==> config.mk <==
export PLATFORM = sky130hd
export DESIGN_NAME = move_collector
export DESIGN_NICKNAME = d
export VERILOG_FILES = /design/src/rtl/move_collector.sv
export SDC_FILE = /design/constraint.sdc
export NUM_CORES = 1
export LEC_CHECK = 0
export ABC_AREA = 1
export CAP_MARGIN = 25
export CORE_MARGIN = 10
export CORE_UTILIZATION = 25
export CTS_CLUSTER_SIZE = 16
export DETAILED_ROUTE_END_ITERATION = 10
export SLEW_MARGIN = 20
export SYNTH_ARGS = -nofsm -noshare
export SYNTH_HDL_FRONTEND = slang
export SYNTH_SLANG_ARGS = --single-unit
==> constraint.sdc <==
create_clock -name clk -period 3.91 [get_ports clk]
set_input_delay 0.391 -clock clk [delete_from_list [all_inputs] [get_ports clk]]
set_output_delay 0.391 -clock clk [all_outputs]
set_load 0.005 [all_outputs]
==> src/rtl/move_collector.sv <==
`default_nettype none
// ============================================================================
// Module   : move_collector
// Purpose  : Turn-based move capture for a 3x3 board. Synchronizes and
//            debounces the nine cell buttons, alternates P1/P2, rejects
//            illegal moves, and builds the mark/occupancy bitmaps read by an
//            external win/draw checker. Freezes the board once the checker
//            reports a win or a full board.
// Ports    : clk        - system clock, rising edge
//            rst_n      - asynchronous active-low reset
//            btn[9:1]   - raw cell buttons (async, active-high, row-major)
//            new_game   - synchronous clear request (level)
//            w[3:1]     - checker feedback: P1 win, P2 win, board full
//            sw[18:1]   - marks: sw[2k-1]=P1 owns cell k, sw[2k]=P2 owns k
//            b[9:1]     - occupancy, b[k] = sw[2k-1] | sw[2k]
//            turn       - player to move (0=P1, 1=P2)
//            game_over  - high while the game is finished
//            result     - 01=P1 won, 10=P2 won, 11=draw, 00=in progress
//            illegal    - one-cycle pulse on a rejected press
//            timeout    - one-cycle pulse on a forfeited turn
// Config   : MOVE_TIMEOUT_EN - when defined, an idle counter in S_PLAY
//            forfeits the turn after TIMEOUT_CYCLES cycles without a move.
// Revision : 1.0 - initial release
// ============================================================================
module move_collector #(
   parameter int DB_CYCLES      = 4,
   parameter int FIRST_PLAYER   = 0,
   parameter int TIMEOUT_CYCLES = 1000
) (
   input  logic        clk,
   input  logic        rst_n,
   input  logic [9:1]  btn,
   input  logic        new_game,
   input  logic [3:1]  w,
   output logic [18:1] sw,
   output logic [9:1]  b,
   output logic        turn,
   output logic        game_over,
   output logic [1:0]  result,
   output logic        illegal,
   output logic        timeout
);

   localparam int              CNT_W      = $clog2(DB_CYCLES + 1);
   localparam logic [CNT_W-1:0] DB_MAX    = CNT_W'(DB_CYCLES);
   localparam logic [CNT_W-1:0] DB_LAST   = CNT_W'(DB_CYCLES - 1);
   localparam logic [CNT_W-1:0] CNT_ONE   = CNT_W'(1);
   localparam logic             FIRST_TURN = (FIRST_PLAYER != 0);

   typedef enum logic [1:0] {
      S_PLAY  = 2'd0,
      S_CHECK = 2'd1,
      S_OVER  = 2'd2
   } state_t;

   state_t      state_q;
   logic [9:1]  sync1_q, sync2_q;
   logic [9:1]  press_d, press_q;
   logic [18:1] sw_q;
   logic [9:1]  b_q;
   logic        turn_q, game_over_q, illegal_q;
   logic [1:0]  result_q;
   logic [18:1] move_mask_d;
   logic        one_hot_d, collide_d, legal_d;

   // ------------------------------------------------------------------
   // Per-cell debounce. The counter saturates at DB_CYCLES, so the
   // "about to reach DB_CYCLES" condition occurs only once per hold and a
   // release (counter back to 0) is required before the cell fires again.
   // ------------------------------------------------------------------
   for (genvar k = 1; k <= 9; k++) begin : g_cell
      logic [CNT_W-1:0] cnt_q;

      always_ff @(posedge clk or negedge rst_n) begin
         if (!rst_n) begin
            cnt_q <= '0;
         end else if (!sync2_q[k]) begin
            cnt_q <= '0;
         end else if (cnt_q != DB_MAX) begin
            cnt_q <= cnt_q + CNT_ONE;
         end
      end

      assign press_d[k] = sync2_q[k] && (cnt_q == DB_LAST);

      // Expand the one-hot press into the mark slot of the player to move.
      assign move_mask_d[2*k-1] = press_q[k] & ~turn_q;
      assign move_mask_d[2*k]   = press_q[k] &  turn_q;
   end

   // Two-flop synchronizer plus the registered press pulse.
   always_ff @(posedge clk or negedge rst_n) begin
      if (!rst_n) begin
         sync1_q <= '0;
         sync2_q <= '0;
         press_q <= '0;
      end else begin
         sync1_q <= btn;
         sync2_q <= sync1_q;
         press_q <= press_d;
      end
   end

   assign one_hot_d = (press_q != '0) && ((press_q & (press_q - 9'd1)) == '0);
   assign collide_d = |(press_q & b_q);
   assign legal_d   = one_hot_d && !collide_d;

`ifdef MOVE_TIMEOUT_EN
   localparam int            TO_W    = $clog2(TIMEOUT_CYCLES + 1);
   localparam logic [TO_W-1:0] TO_LAST = TO_W'(TIMEOUT_CYCLES - 1);
   localparam logic [TO_W-1:0] TO_ONE  = TO_W'(1);
   logic [TO_W-1:0] idle_q;
   logic            timeout_q;
`endif

   // ------------------------------------------------------------------
   // Game FSM; all outputs registered here.
   // ------------------------------------------------------------------
   always_ff @(posedge clk or negedge rst_n) begin
      if (!rst_n) begin
         state_q     <= S_PLAY;
         sw_q        <= '0;
         b_q         <= '0;
         turn_q      <= FIRST_TURN;
         game_over_q <= 1'b0;
         result_q    <= 2'b00;
         illegal_q   <= 1'b0;
`ifdef MOVE_TIMEOUT_EN
         idle_q      <= '0;
         timeout_q   <= 1'b0;
`endif
      end else begin
         illegal_q <= 1'b0;
`ifdef MOVE_TIMEOUT_EN
         timeout_q <= 1'b0;
`endif
         if (new_game) begin
            // Overrides any press in the same cycle; debounce is left alone
            // so a held button does not fire again into the new game.
            state_q     <= S_PLAY;
            sw_q        <= '0;
            b_q         <= '0;
            turn_q      <= FIRST_TURN;
            game_over_q <= 1'b0;
            result_q    <= 2'b00;
`ifdef MOVE_TIMEOUT_EN
            idle_q      <= '0;
`endif
         end else begin
            case (state_q)
               S_PLAY: begin
                  if (legal_d) begin
                     sw_q    <= sw_q | move_mask_d;
                     b_q     <= b_q | press_q;
                     state_q <= S_CHECK;
`ifdef MOVE_TIMEOUT_EN
                     idle_q  <= '0;
`endif
                  end else begin
                     if (press_q != '0) begin
                        illegal_q <= 1'b1;
                     end
`ifdef MOVE_TIMEOUT_EN
                     if (idle_q == TO_LAST) begin
                        timeout_q <= 1'b1;
                        turn_q    <= ~turn_q;
                        idle_q    <= '0;
                     end else begin
                        idle_q <= idle_q + TO_ONE;
                     end
`endif
                  end
               end
               S_CHECK: begin
                  // A win outranks "board full": the last move may both
                  // complete a line and fill the board.
                  if (w[1] || w[2] || w[3]) begin
                     result_q    <= w[1] ? 2'b01 : (w[2] ? 2'b10 : 2'b11);
                     game_over_q <= 1'b1;
                     state_q     <= S_OVER;
                  end else begin
                     turn_q  <= ~turn_q;
                     state_q <= S_PLAY;
                  end
`ifdef MOVE_TIMEOUT_EN
                  idle_q <= '0;
`endif
               end
               S_OVER: begin
`ifdef MOVE_TIMEOUT_EN
                  idle_q <= '0;
`endif
               end
               default: begin
                  state_q <= S_PLAY;
               end
            endcase
         end
      end
   end

   assign sw        = sw_q;
   assign b         = b_q;
   assign turn      = turn_q;
   assign game_over = game_over_q;
   assign result    = result_q;
   assign illegal   = illegal_q;
`ifdef MOVE_TIMEOUT_EN
   assign timeout   = timeout_q;
`else
   assign timeout   = 1'b0;
`endif

endmodule
`default_nettype wire

Word level (Yosys, flattened, before mapping)
Index checks and enable logic that the tools add are counted.
Word-level totals
  flip-flop bits (word level): 88
  input port bits: 15
  output and inout bits: 33
Cells by class
  $add $sub $neg: 10
  bitwise gates (word level): 23
  equal/unequal tests: 32
  multiplexer cells: 43
  reduce and logical (&&, ||, !) cells: 26
Operator list (number)
  $mux 18: 3
  $mux 3: 18
  $ne 3x3->1 const B: 10
  $add 3x1->3 const B: 9
  $eq 3x2->1 const B: 9
  $mux 9: 3
  $and 1x1->1: 18
  $and 9x9->9: 2
  $ne 2x1->1 const B: 9
  $or 18x18->18: 1
  $mux 2: 7
  $logic_and 1x1->1: 11
  $mux 1: 11
  $logic_not 9->1: 1
  $or 9x9->9: 1
  $reduce_bool 9->1: 1
  $reduce_or 9->1: 1
  $sub 9x1->9 const B: 1
  $reduce_and 2->1: 4
  $reduce_bool 2->1: 4
  $pmux 2 s3: 1
  $ne 2x2->1 const B: 2
  $eq 2x1->1 const B: 1
  $eq 2x2->1 const B: 1
  other kinds (4): 5

Longest topological paths before layout
  depth in word-level cells: 8
  mapped depth: 10

Worst setup path after synthesis
Ideal clock, no wire load.
  path type: register -> register
  start: register press_q[2] (netlist bit)
  end: register b_q (netlist bit b[8])
  slack: 2.470 ns
  arrival time: 1.374 ns
  stages on the path, launching flop included: 7
  clock period less this slack: 1.440 ns
  setup time: 0.066 ns
  required time: 3.844 ns
  cell sequence: dfrtp_1 -> nor2_4 -> nand2_2 -> o31ai_4 -> buf_6 -> nand4_1 -> nand2_1
Between the ends
  longest elaborated chain between the ends: 7
RTL lines
  from (decl): RTL line 58  | logic [9:1] press_d, press_q;
  from (signal assigned): RTL line 100  | press_q <= press_d;
  $sub 9x1->9: RTL line 104  | assign one_hot_d = (press_q != '0) && ((press_q & (press_q - 9'd1)) == '0);
  $and 9x9->9: RTL line 104
  $logic_not 9->1: RTL line 104
  $logic_and 1x1->1: RTL line 104
  $logic_and 1x1->1 (*): RTL line 106  | assign legal_d = one_hot_d && !collide_d;
  $reduce_bool 2->1 (no source line) (*)
  $reduce_and 2->1 (no source line) (*)
  to (signal assigned): RTL line 154  | b_q <= b_q | press_q;
  to (decl): RTL line 60  | logic [9:1] b_q;
Every way passes the cells marked *; elsewhere a longest branch is shown, timed or not.
A chain may end at the register's enable or synchronous reset.

Final worst setup path
  start: register turn_q (netlist: turn)
  end: output turn
RTL lines
  from (decl): RTL line 61  | logic turn_q, game_over_q, illegal_q;
  from (signal assigned): RTL line 182  | turn_q <= ~turn_q;
  to (decl): RTL line 37  | output logic turn,
No word-level cell between the ends.

==> impl_metrics.toml <==
[critical_path]
critical_path_class = "reg -> out"
critical-path-top-delay-family = "flip-flops"
worstSetupEndpointType = "output port"
cp.depth = 1
worst-endpoint-arrival_ns = 1.71
cpPeakStageDelay_ns = 0.73
worst_setup_path_start_kind = "flip-flop"
number_of_buffer_and_inverter_instances_along_the_worst_setup_path = 1
critical_path_required_ns = 3.52
worstRegToRegCells = 8
path_max_fanout = 21
timing.reg2reg.setup_slack_ns = 2.04
timing.critical_path.slowest_stage_cell = "sky130_fd_sc_hd__dfrtp_1"
critical_path.cell_chain = "clkdlybuf4s50_1"
reg2reg_from = "press_q[6]$_DFF_PN0_"
worst_r2r_endpoint = "illegal$_DFF_PN0_"

[yosys]
synth-compound-area-share_pct = 7.01
synth_largest_type_area_fraction_pct = 55.6
synth_seq_area_share_pct = 55.6
post_synth_and_or_nand_nor_area_fraction_pct = 20.2
post_synthesis_share_of_cell_area_spent_on_full_adders_half_adders_and_majority_gates_pct = 8.53
netlist_area_mm2 = 0.00396
syn_nets = 463
synth.avg_cell_area_um2 = 9.41
synth_top_family_by_area = "simple AND/OR/NAND/NOR gates"
synth-xor-area-share_pct = 0
synth.distinct_cells = 25
synth.mux.area_fraction_pct = 0
synthesis.instances = 421
synth_top_cell_by_area = "sky130_fd_sc_hd__dfrtp_1"
synth_seq_cells = 88
post_synth_main_area_contributors = "sky130_fd_sc_hd__dfrtp_1 56%, sky130_fd_sc_hd__nand2_1 10%, sky130_fd_sc_hd__ha_1 8.5%"
ys.warnings.count = 0

[placement]
port_buffers = 46
dp_worst_setup_slack_ns = 1.66
dpl-instance-area_mm2 = 0.00461
gpl.final_weighted_congestion = 0.806
hpwl_reported_at_the_end_of_detailed_placement_mm = 5.89

[timing]
rsz0062_at_grt = "false"
maxClockFrequency_ghz = 0.476
whs_ns = 0.146
post-route-period-util_pct = 53.7
setup_total_negative_slack_ns = 0
report.final.hold_viol_count = 0
setup_viol = 0
relSlewSlack_pct = 40.8
slew_viol_final = 0
timing.clock.skew_ns = 0.00651
slew_of_the_pin_with_the_lowest_slew_margin_ns = 0.888
post_route_setup_slack_ns = 1.81
final.min_clock_period_ns = 2.10

[grt]
grt_first_pass_wirelength_mm = 14.0
grt_pass1_vias = 2921
overflow = 0
grt_start_max_net_pins = 64
gr-usage-all-layers_pct = 8.10
grt_antenna_before_repair = 0

[floorplanning]
core_area_mm2 = 0.0154
die_w_um = 146
die_height_um = 146
rows = 45
fp.dieArea_mm2 = 0.0213
floorplan.io_pins = 48
initial_utilization_pct = 25.8

[clocking]
inserted_clock_buffers = 9
tritoncts = "yes"
clk_slew_on_worst_s_h_paths_ns = 0.06
clockRootBuffer = "sky130_fd_sc_hd__clkbuf_16"
cts_post_setup_buffers_inserted = 0
worst_skew_pair.late_latency_ns = 0.34
cts_hold_buffers = 0
post_cts_resized = 0
cts.path.max_buffers = 2
ctsHtreeMaxLevel = 3
clock-sinks = 88

[flow_run]
max_cap_viol_count = 0

[pwr]
power.share.combinational_pct = 22.4
leakage_power_figure_uw = 0.00258
netSwitchingPower_uw = 816
p_clk_share_pct = 33.7
sequential_group_share_of_total_power_pct = 44.0
powerDensity_mw_per_mm2 = 539
power.switching_fraction_pct = 30.6
irDropWorstVdd_uv = 244
internal-power_uw = 1850

[layout]
finish.net_count = 511
proportion_of_layout_cells_with_a_drive_suffix_above_1_pct = 6.75
stdcell_area_mm2 = 0.00495
fill_cells = 1568
diodes = 0
layout-area-overhead-vs-synth_pct = 25.0

[routing]
route.vias.total = 2844
avgViaCountPerCell = 4.15
post_drt_wl_per_cell_um = 12.0
final_antenna_net_count = 0
drt_drc_violations_left = 0
drt_iter0_markers = 134
wirelength_mm = 8.21
drt_pre_antenna_iters = 4

[outcome]
outcome = "finished clean"

[hold_path]
min-delay-path-class = "in -> async"
final cells by class:
| type | instances | area (um2) | area share (%) |
|---|---|---|---|
| clock buffer | 14 | 284 | 5.74 |
| inverter | 69 | 259 | 5.23 |
| tap | 211 | 264 | 5.33 |
| multi-input combinational | 252 | 1420 | 28.6 |
| clock inverter | 2 | 35.0 | 0.708 |
| timing repair buffer | 49 | 488 | 9.86 |
| sequential | 88 | 2200 | 44.5 |
through the flow:
stage	power, uW	utilization [%]	std cells
detailed placement	1780	30.0	667
CTS	2700	32.1	683
finish	2670	32.2	685
floorplan	1610	-	421
global route	2870	32.2	685
global placement	1720	30.0	667
worst max-delay path by stage:
stage | from | to | slack [ns]
2_1_floorplan | press_q[2]$_DFF_PN0_ | b[8]$_DFFE_PN0P_ | 2.47
3_3_place_gp | new_game | state_q[1]$_DFFE_PN0P_ | 1.76
3_5_place_dp | new_game | result[0]$_DFFE_PN0P_ | 1.66
4_1_cts | turn$_DFFE_PN0P_ | turn | 1.79
5_1_grt | turn$_DFFE_PN0P_ | turn | 1.72
6_report | turn$_DFFE_PN0P_ | turn | 1.81
metal layers:
metal | share of wire (%) | vias to the layer above | track usage [%]
li1 | - | 1435 | -
met1 | 44 | 1354 | 8.94
met2 | 48 | 46 | 13.1
met3 | 6.3 | 9 | 4.04
met4 | 1.4 | 0 | 3.13
met5 | 0 | - | 0
placed cells by master (no fill, tap or decap), types with 2 or more instances in the layout:
master,count
sky130_fd_sc_hd__a21oi_1,13
sky130_fd_sc_hd__o21ai_0,25
sky130_fd_sc_hd__buf_4,2
sky130_fd_sc_hd__nor2_4,3
sky130_fd_sc_hd__inv_1,69
sky130_fd_sc_hd__clkdlybuf4s50_1,45
sky130_fd_sc_hd__nand2_1,106
sky130_fd_sc_hd__buf_6,2
sky130_fd_sc_hd__clkbuf_16,9
sky130_fd_sc_hd__nand2_2,3
sky130_fd_sc_hd__clkbuf_8,4
sky130_fd_sc_hd__ha_1,27
sky130_fd_sc_hd__nand3_1,13
sky130_fd_sc_hd__a21boi_0,6
sky130_fd_sc_hd__dfrtp_1,88
sky130_fd_sc_hd__nor2_2,4
sky130_fd_sc_hd__nor2_1,17
sky130_fd_sc_hd__nand4_1,27
power groups by stage:
| stage | combinational [uW] | clock [uW] | sequential (uW) |
|---|---|---|---|
| floorplan | 448 | 0 | 1160 |
| finish | 596 | 898 | 1170 |
| global placement | 546 | 0 | 1180 |
| detailed placement | 594 | 0 | 1190 |
| global route | 701 | 971 | 1200 |
| CTS | 597 | 934 | 1170 |
sequential cells by signal (all words and copies together) (netlist names):
name and cells:
sync1_q 9, state_q 2, turn 1, illegal 1
game_over 1, g_cell.cnt_q 27, sw 18, b 9
press_q 9, sync2_q 9, result 2
kinds of logic after synthesis:
kind of cell | Yosys count
simple gates | 176
buf+inv | 81
flops | 88
fa+ha+maj | 27
other cells | 1
compound gates | 48
cells in the mapped netlist:
cell                       instances
sky130_fd_sc_hd__o31ai_4           1
sky130_fd_sc_hd__nor2_1           17
sky130_fd_sc_hd__ha_1             27
sky130_fd_sc_hd__nand3_2           1
sky130_fd_sc_hd__clkbuf_1          5
sky130_fd_sc_hd__nor3_1            1
sky130_fd_sc_hd__nand2_1         106
sky130_fd_sc_hd__nand4_1          27
sky130_fd_sc_hd__o41ai_1           1
sky130_fd_sc_hd__dfrtp_1          88
sky130_fd_sc_hd__nor2_4            3
sky130_fd_sc_hd__nor2_2            4
sky130_fd_sc_hd__o21ai_1           1
sky130_fd_sc_hd__o31ai_1           1
sky130_fd_sc_hd__conb_1            1
sky130_fd_sc_hd__inv_1            69
sky130_fd_sc_hd__a21boi_0          6
sky130_fd_sc_hd__buf_4             1
sky130_fd_sc_hd__a21oi_1          13
sky130_fd_sc_hd__nand3_1          13
sky130_fd_sc_hd__o21ai_0          25
sky130_fd_sc_hd__nand2_2           3
sky130_fd_sc_hd__buf_6             4
sky130_fd_sc_hd__nor3_2            1
sky130_fd_sc_hd__buf_2             2
Note: power is estimated with default switching activity, not from simulation.
